## src/rtl/mdu_iter_if.sv

```systemverilog
// rtl/mdu_iter_if.sv - request/response bundle for the iterative multiply/divide unit
interface mdu_iter_if #(
    parameter int XLEN = 64
);
    logic            req_valid_i;
    logic            req_ready_o;
    logic [2:0]      op_i;
    logic            word_i;
    logic [XLEN-1:0] rs1_i;
    logic [XLEN-1:0] rs2_i;
    logic            flush_i;
    logic            resp_valid_o;
    logic            resp_ready_i;
    logic [XLEN-1:0] res_o;
    logic            busy_o;

    modport slave (
        input  req_valid_i, op_i, word_i, rs1_i, rs2_i, flush_i, resp_ready_i,
        output req_ready_o, resp_valid_o, res_o, busy_o
    );

    modport master (
        output req_valid_i, op_i, word_i, rs1_i, rs2_i, flush_i, resp_ready_i,
        input  req_ready_o, resp_valid_o, res_o, busy_o
    );
endinterface

```

## src/rtl/mdu_iter.sv

```systemverilog
// rtl/mdu_iter.sv - radix-2 iterative RV64M/RV32M multiply/divide unit
module mdu_iter #(
    parameter int XLEN  = 64,
    parameter int CNT_W = 7
) (
    input  logic      clk_i,
    input  logic      rst_i,
    mdu_iter_if.slave bus
);
    typedef enum logic [1:0] {S_IDLE, S_CALC, S_DONE} state_e;

    state_e state_q, state_d;

    logic [CNT_W-1:0]  cnt_q, cnt_d;
    logic              is_div_q, is_div_d;
    logic              is_rem_q, is_rem_d;
    logic              hi_q, hi_d;
    logic              word_q, word_d;
    logic              neg_q, neg_d;
    logic              rneg_q, rneg_d;
    logic [2*XLEN-1:0] acc_q, acc_d;
    logic [2*XLEN-1:0] mcand_q, mcand_d;
    logic [XLEN-1:0]   mplier_q, mplier_d;
    logic [XLEN-1:0]   dq_q, dq_d;
    logic [XLEN-1:0]   rem_q, rem_d;
    logic [XLEN-1:0]   divisor_q, divisor_d;
    logic [XLEN-1:0]   res_q, res_d;

    logic              word_in, div_in, rem_in, hi_in;
    logic              a_sgn_in, b_sgn_in, a_neg_in, b_neg_in;
    logic [XLEN-1:0]   a_in, b_in, a_mag_in, b_mag_in, min_in, spec_res;
    logic              b_zero_in, ovf_in, special_in;
    logic              accept, last;
    logic [CNT_W-1:0]  last_cnt;

    logic [2*XLEN-1:0] acc_step, prod_s;
    logic [XLEN:0]     r_sh;
    logic              r_ge;
    logic [XLEN-1:0]   rem_step, dq_step, quo_s, rem_s, res_calc;

    // Widen a 32-bit value to XLEN, sign- or zero-extending from bit 31.
    function automatic logic [XLEN-1:0] ext_w(input logic [XLEN-1:0] x, input logic s);
        logic [XLEN-1:0] r;
        r = x;
        for (int i = 32; i < XLEN; i++) r[i] = s & x[31];
        return r;
    endfunction

    always_comb begin
        word_in  = (XLEN > 32) ? bus.word_i : 1'b0;
        div_in   = bus.op_i[2];
        rem_in   = bus.op_i[2] & bus.op_i[1];
        // W forms of MULH* collapse to MULW.
        hi_in    = ~bus.op_i[2] & (bus.op_i[1:0] != 2'b00) & ~word_in;
        a_sgn_in = div_in ? ~bus.op_i[0] : (hi_in & (bus.op_i[1:0] != 2'b11));
        b_sgn_in = div_in ? ~bus.op_i[0] : (hi_in & (bus.op_i[1:0] == 2'b01));
        a_in     = word_in ? ext_w(bus.rs1_i, a_sgn_in) : bus.rs1_i;
        b_in     = word_in ? ext_w(bus.rs2_i, b_sgn_in) : bus.rs2_i;
        a_neg_in = a_sgn_in & a_in[XLEN-1];
        b_neg_in = b_sgn_in & b_in[XLEN-1];
        a_mag_in = a_neg_in ? -a_in : a_in;
        b_mag_in = b_neg_in ? -b_in : b_in;

        min_in   = '0;
        min_in[XLEN-1] = 1'b1;
        if (word_in) min_in = ext_w(XLEN'(32'h8000_0000), 1'b1);

        b_zero_in  = (b_in == '0);
        ovf_in     = div_in & a_sgn_in & (a_in == min_in) & (b_in == '1);
        special_in = div_in & (b_zero_in | ovf_in);
        if (rem_in) spec_res = b_zero_in ? a_in : '0;
        else        spec_res = b_zero_in ? '1 : a_in;
        if (word_in) spec_res = ext_w(spec_res, 1'b1);

        accept   = bus.req_valid_i & (state_q == S_IDLE) & ~bus.flush_i;
        last_cnt = word_q ? CNT_W'(31) : CNT_W'(XLEN - 1);
        last     = (cnt_q == last_cnt);

        // One shift-add and one restoring-divide step per cycle.
        acc_step = mplier_q[0] ? acc_q + mcand_q : acc_q;
        r_sh     = {rem_q, dq_q[XLEN-1]};
        r_ge     = (r_sh >= {1'b0, divisor_q});
        rem_step = r_ge ? XLEN'(r_sh - {1'b0, divisor_q}) : r_sh[XLEN-1:0];
        dq_step  = {dq_q[XLEN-2:0], r_ge};

        prod_s = neg_q  ? -acc_step : acc_step;
        quo_s  = neg_q  ? -dq_step  : dq_step;
        rem_s  = rneg_q ? -rem_step : rem_step;
        if (is_div_q) res_calc = is_rem_q ? rem_s : quo_s;
        else          res_calc = hi_q ? prod_s[2*XLEN-1:XLEN] : prod_s[XLEN-1:0];
        if (word_q) res_calc = ext_w(res_calc, 1'b1);

        cnt_d     = cnt_q;
        is_div_d  = is_div_q;
        is_rem_d  = is_rem_q;
        hi_d      = hi_q;
        word_d    = word_q;
        neg_d     = neg_q;
        rneg_d    = rneg_q;
        acc_d     = acc_q;
        mcand_d   = mcand_q;
        mplier_d  = mplier_q;
        dq_d      = dq_q;
        rem_d     = rem_q;
        divisor_d = divisor_q;
        res_d     = res_q;

        if (accept) begin
            cnt_d     = '0;
            is_div_d  = div_in;
            is_rem_d  = rem_in;
            hi_d      = hi_in;
            word_d    = word_in;
            neg_d     = a_neg_in ^ b_neg_in;
            rneg_d    = a_neg_in;
            acc_d     = '0;
            mcand_d   = {{XLEN{1'b0}}, a_mag_in};
            mplier_d  = b_mag_in;
            // Top-align a 32-bit dividend so the first N steps consume it.
            dq_d      = word_in ? (a_mag_in << (XLEN - 32)) : a_mag_in;
            rem_d     = '0;
            divisor_d = b_mag_in;
            if (special_in) res_d = spec_res;
        end else if (state_q == S_CALC) begin
            cnt_d    = cnt_q + CNT_W'(1);
            acc_d    = acc_step;
            mcand_d  = mcand_q << 1;
            mplier_d = mplier_q >> 1;
            dq_d     = dq_step;
            rem_d    = rem_step;
            if (last && !bus.flush_i) res_d = res_calc;
        end
    end

    always_ff @(posedge clk_i) begin
        if (rst_i) state_q <= S_IDLE;
        else       state_q <= state_d;
    end

    always_comb begin
        state_d = state_q;
        unique case (state_q)
            S_IDLE:  if (accept) state_d = special_in ? S_DONE : S_CALC;
            S_CALC:  if (last) state_d = S_DONE;
            S_DONE:  if (bus.resp_ready_i) state_d = S_IDLE;
            default: state_d = S_IDLE;
        endcase
        if (bus.flush_i) state_d = S_IDLE;
    end

    always_comb begin
        bus.req_ready_o  = (state_q == S_IDLE) & ~bus.flush_i;
        bus.resp_valid_o = (state_q == S_DONE);
        bus.busy_o       = (state_q != S_IDLE);
        bus.res_o        = res_q;
    end

    always_ff @(posedge clk_i) begin
        if (rst_i) begin
            cnt_q     <= '0;
            is_div_q  <= 1'b0;
            is_rem_q  <= 1'b0;
            hi_q      <= 1'b0;
            word_q    <= 1'b0;
            neg_q     <= 1'b0;
            rneg_q    <= 1'b0;
            acc_q     <= '0;
            mcand_q   <= '0;
            mplier_q  <= '0;
            dq_q      <= '0;
            rem_q     <= '0;
            divisor_q <= '0;
            res_q     <= '0;
        end else begin
            cnt_q     <= cnt_d;
            is_div_q  <= is_div_d;
            is_rem_q  <= is_rem_d;
            hi_q      <= hi_d;
            word_q    <= word_d;
            neg_q     <= neg_d;
            rneg_q    <= rneg_d;
            acc_q     <= acc_d;
            mcand_q   <= mcand_d;
            mplier_q  <= mplier_d;
            dq_q      <= dq_d;
            rem_q     <= rem_d;
            divisor_q <= divisor_d;
            res_q     <= res_d;
        end
    end
endmodule

```

## src/flat_wrapper.sv

```systemverilog
// flat-port wrapper written by rule: the top's interface ports become plain ports
module mdu_iter_flat 
#(
    parameter int XLEN  = 64,
    parameter int CNT_W = 7
)
  (clk_i, rst_i, bus_req_valid_i, bus_op_i, bus_word_i, bus_rs1_i, bus_rs2_i, bus_flush_i, bus_resp_ready_i, bus_req_ready_o, bus_resp_valid_o, bus_res_o, bus_busy_o);
  mdu_iter_if #(.XLEN(XLEN)) bus_i ();
  input  logic clk_i;
  input  logic rst_i;
  input wire logic [$bits(bus_i.req_valid_i)-1:0] bus_req_valid_i;
  input wire logic [$bits(bus_i.op_i)-1:0] bus_op_i;
  input wire logic [$bits(bus_i.word_i)-1:0] bus_word_i;
  input wire logic [$bits(bus_i.rs1_i)-1:0] bus_rs1_i;
  input wire logic [$bits(bus_i.rs2_i)-1:0] bus_rs2_i;
  input wire logic [$bits(bus_i.flush_i)-1:0] bus_flush_i;
  input wire logic [$bits(bus_i.resp_ready_i)-1:0] bus_resp_ready_i;
  output wire logic [$bits(bus_i.req_ready_o)-1:0] bus_req_ready_o;
  output wire logic [$bits(bus_i.resp_valid_o)-1:0] bus_resp_valid_o;
  output wire logic [$bits(bus_i.res_o)-1:0] bus_res_o;
  output wire logic [$bits(bus_i.busy_o)-1:0] bus_busy_o;
  assign bus_i.req_valid_i = bus_req_valid_i;
  assign bus_i.op_i = bus_op_i;
  assign bus_i.word_i = bus_word_i;
  assign bus_i.rs1_i = bus_rs1_i;
  assign bus_i.rs2_i = bus_rs2_i;
  assign bus_i.flush_i = bus_flush_i;
  assign bus_i.resp_ready_i = bus_resp_ready_i;
  assign bus_req_ready_o = bus_i.req_ready_o;
  assign bus_resp_valid_o = bus_i.resp_valid_o;
  assign bus_res_o = bus_i.res_o;
  assign bus_busy_o = bus_i.busy_o;
  mdu_iter #(.XLEN(XLEN), .CNT_W(CNT_W)) u_core (.clk_i(clk_i), .rst_i(rst_i), .bus(bus_i));
endmodule
```

## config.mk

```make
export PLATFORM = sky130hd
export DESIGN_NAME = mdu_iter_flat
export DESIGN_NICKNAME = d
export VERILOG_FILES = /design/src/rtl/mdu_iter_if.sv /design/src/rtl/mdu_iter.sv /design/src/flat_wrapper.sv
export SDC_FILE = /design/constraint.sdc
export NUM_CORES = 2
export LEC_CHECK = 0
export CORE_MARGIN = 4
export CORE_UTILIZATION = 30
export DETAILED_ROUTE_END_ITERATION = 10
export PLACE_DENSITY = 0.52
export SYNTH_ARGS = -nofsm -noshare
export SYNTH_HDL_FRONTEND = slang
export SYNTH_SLANG_ARGS = --single-unit
```

## constraint.sdc

```tcl
create_clock -name clk_i -period 7.5 [get_ports clk_i]
set_input_delay 1.5 -clock clk_i [delete_from_list [all_inputs] [get_ports clk_i]]
set_output_delay 1.5 -clock clk_i [all_outputs]
set_load 0.1 [all_outputs]
```

==> summary.md <==
| Metric | Value |
|---|---|
| Worst skew pair latency | 0.74 ns |
| CP max FO | 6 |
| Post-DP Area | 58,300 um2 |
| Pins Over Slew Limit | 0 |
| Core Rows | 155 |
| Failing checks | setup timing |
| Pin count of the biggest net entering global routing | 162 |
| CTS Buf Count | 80 |
| TritonCTS clock tree | done |
| CP delay by family, top | compound AO/OA/AOI/OAI gates |
| Fin. Hold Viols | 0 |
| Placed Cells | 10,017 |
| Die Y | 431 um |
| Antenna violations before repair | 19 |
| Post-layout min period | 7.72 ns |
| Seq/Total Area, Yosys | 0.220 |
| Sequential Power Share | 0.291 |
| Ys Warns | 0 |
| Via/cell ratio | 6.32 |
| Clock Pin Slew Worst Setup and Hold Paths | 0.06 ns |
| Int Power | 6.89 mW |
| Detail Route Antenna Nets | 0 |
| NumNets Final | 8,081 |
| Final period util | 1.03 |
| Vias in the first global route | 58,805 |
| Clk network pwr share | 0.356 |
| DRC violations left | 0 |
| Power consumption | 11.7 mW |
| CP Class | flop to flop |
| Die width | 431 um |
| Hold Slack | 0.453 ns |
| Finished Layout Cells | 10,163 |
| Setup bufs post-CTS | 0 |
| Final HPWL DP | 245,000 um |
| Worst VDD drop | 0.169 mV |
| RSZ-0062 raised after global routing | no |
| Gate power share | 0.353 |
| Clock sink total | 591 |
| WP data arrival | 8.38 ns |
| Slew HR | 0.0703 |
| Worst path cell trace | ha_1 -> nor2b_1 -> o31a_1 -> buf_4 -> o311ai_1 -> nand4_1 -> nand3b_1 -> nand4_1 -> a2111oi_1 -> nand4b_1 -> nor3_2 -> nand3_1 -> o311ai_0 -> a21oi_1 -> a2111oi_0 -> o221ai_1 -> o21ai_1 |
| Sequential cell area | 11,800 um2 |
| CP startpoint kind | flop |
| Synth top area share | 0.220 |
| Slowest stage delay, CP | 1.05 ns |
| Die ar. | 186,000 um2 |
| Routability-driven placement congestion ratio | 1.05 |
| Status | finished, violations left |
| Async S/R FF share, synth | 0 |
| Vias | 64,192 |
| WL per Instance | 30.3 um |
| Grt total ovfl | 0 |
| Syn nets | 8,163 |
| Synth Instances | 7,826 |
| Area growth, synth to finish | 13.6% |
| Fin area | 61,000 um2 |
| Number of flops mapped to enable cells by yosys | 0 |
| Clock root cell | clkbuf_16 |
| Setup WS pre-CTS | -0.375 ns |
| Gr usage total | 0.315 |
| Prevailing post-synth register cell | dfxtp_1 |
| Worst-path cell with the longest stage delay | a2111oi_1 |
| Core Area | 178,000 um2 |
| Final WL | 308,000 um |
| Yosys top cell by area | dfxtp_1 |
| Slew @ Worst Pin | 1.39 ns |
| Layout cells sized above 1 | 0.0611 |
| Post-route setup slack | -0.223 ns |
| Syn_area_per_cell | 6.87 um2 |
| Yosys reg bits | 591 |
| DRT iter0 DRCs | 8,582 |
| Net switching fraction of the power | 0.409 |
| Mapped cell area | 53,700 um2 |
| Synth area leaders | dfxtp_1, a21oi_1, nand2_1, nor2_1, o21ai_0 |
| Clock Path Buffers | 3 |
| Crit path buf inv count | 1 |
| Clock Skew | 0.0415 ns |
| # fillers | 19,197 |
| Leakage | 21.3 nW |
| Buffers on Ports | 203 |
| Post-synth cell types | 113 |
| Data required, critical path | 8.16 ns |
| First-pass GRT wire length | 433,000 um |
| Pre-antenna DRT Iters | 7 |
| Highest clock rate | 129 MHz |
| Initial core utilization | 0.302 |
| Most frequent CP cell | nand4_1 |
| Cell Pwr Density | 191 nW/um2 |
| Max-cap viol count | 0 |
| NetSw | 4.76 mW |
| Final setup viols | 1 |
| H-tree depth | 3 |
| Hold Crit Class | flop to flop |
| IO Pins | 204 |
| Multi-input logic area | 39,200 um2 |
| Crit path capture type | flop |
## sequential cells by signal, summed over array words and instances, names as in the netlist, 2 cells and up
name and cells:
u_core.rem_q 64, u_core.divisor_q 64, u_core.mplier_q 64, u_core.bus.res_o 64, u_core.state_q 2, u_core.cnt_q 7, u_core.dq_q 64, u_core.acc_q 128
u_core.mcand_q 128
## synthesized netlist by cell type (36+ instances only)
| cell type | count |
|---|---|
| o21a_1 | 59 |
| nand2b_1 | 46 |
| a221oi_1 | 71 |
| nand4_1 | 189 |
| a2111oi_0 | 36 |
| dfxtp_1 | 591 |
| ha_1 | 198 |
| or4_1 | 38 |
| a211oi_1 | 240 |
| o211ai_1 | 78 |
| nor3_1 | 234 |
| a21oi_1 | 829 |
| nand2_1 | 1006 |
| and2_1 | 37 |
| nor2b_1 | 51 |
| clkbuf_1 | 482 |
| and3_1 | 62 |
| buf_1 | 44 |
| o31ai_1 | 84 |
| o21ai_0 | 527 |
| a31oi_1 | 123 |
| xor2_1 | 198 |
| nand3_1 | 203 |
| nor4_1 | 75 |
| or3_1 | 83 |
| or2_2 | 36 |
| inv_1 | 153 |
| nor2_1 | 909 |
| a21o_1 | 69 |
| a22oi_1 | 87 |
| mux2i_1 | 117 |
| o221ai_1 | 38 |
| o41ai_1 | 36 |
| xnor2_1 | 173 |
## cells in the final DEF, fill, tap and decap left out, drive strengths merged, types with 42 or more instances in the layout
master	count
a21oi	830
a22oi	87
nand4	190
xnor2	173
a221oi	72
nand2b	46
mux2i	117
a31oi	123
o21a	59
a21o	69
ha	198
xor2	198
o31ai	85
and3	62
nor3	237
a211oi	241
nand3	204
nor2b	51
a2111oi	42
nand2	1007
o21ai	553
dfxtp	591
inv	160
nor4	78
nor2	911
o211ai	78
clkdlybuf4s50	201
or3	83
clkbuf	102
buf	202
## layer usage
metal | up-vias | share of wire | track usage
li1 | 28909 | - | -
met1 | 30881 | 0.39 | 0.396
met2 | 3600 | 0.43 | 0.485
met3 | 792 | 0.096 | 0.0643
met4 | 10 | 0.080 | 0.212
met5 | - | 0.00021 | 0
## metrics by stage
step | utilization | TNS, ns
after floorplan | - | 0
after global placement | 0.327 | -0.517
after detailed placement | 0.327 | -0.375
after CTS | 0.342 | 0
after global routing | 0.342 | 0
final | 0.342 | -0.223
## path summary, 6_finish.rpt
check	depth (start not counted)	startpoint	slack [ns]	to
min	2	u_core.divisor_q[35]	0.45	u_core.divisor_q[35]
max	17	u_core.mcand_q[2]	-0.22	u_core.bus.res_o[47]
min reg2reg	2	u_core.divisor_q[35]	0.45	u_core.divisor_q[35]
max reg2reg	17	u_core.mcand_q[2]	-0.22	u_core.bus.res_o[47]
## cell families after synthesis
logic type,Yosys count,share of synthesized area
muxes,137,0.0260
buffers and inverters,726,0.0523
adders and majority gates,212,0.0491
xor gates and xnor gates,371,0.0605
and+or+nand+nor,3089,0.267
AOI/OAI and AO/OA,2700,0.325
DFF,591,0.220
## worst reg2reg max path, cell delays in order (launching register included)
cell and delay, ns:
dfxtp_1 0.34, ha_1 0.36, nor2b_1 0.18, o31a_1 0.44
buf_4 0.26, o311ai_1 0.85, nand4_1 0.19, nand3b_1 0.15
nand4_1 0.41, a2111oi_1 1.05, nand4b_1 0.43, nor3_2 0.48
nand3_1 0.15, o311ai_0 0.71, a21oi_1 0.21, a2111oi_0 1.00
o221ai_1 0.30, o21ai_1 0.14
## power groups by stage
stage | Sequential (mW) | Combinational, mW | Clock, mW
6_report | 3.39 | 4.11 | 4.15
3_3_place_gp | 3.45 | 3.98 | 0
4_1_cts | 3.38 | 3.99 | 4.21
3_5_place_dp | 3.45 | 3.98 | 0
5_1_grt | 3.40 | 4.30 | 4.31
2_1_floorplan | 3.38 | 2.46 | 0
## timing repair
item / in CTS / in global routing
endpoints found under the setup margin: 1 / 0
gates resized for setup: 2 / 0
hold buffers: 0 / 0
## area by class of cell
class,instances,share of cell area
Antenna cell,7,0.000287
Clock buffer,102,0.0358
Clock inverter,37,0.00873
Inverter,159,0.00980
Multi-Input combinational cell,6509,0.643
Sequential cell,591,0.194
Tap cell,2355,0.0483
Timing Repair Buffer,403,0.0602
Note: power is estimated with default switching activity, not from simulation.
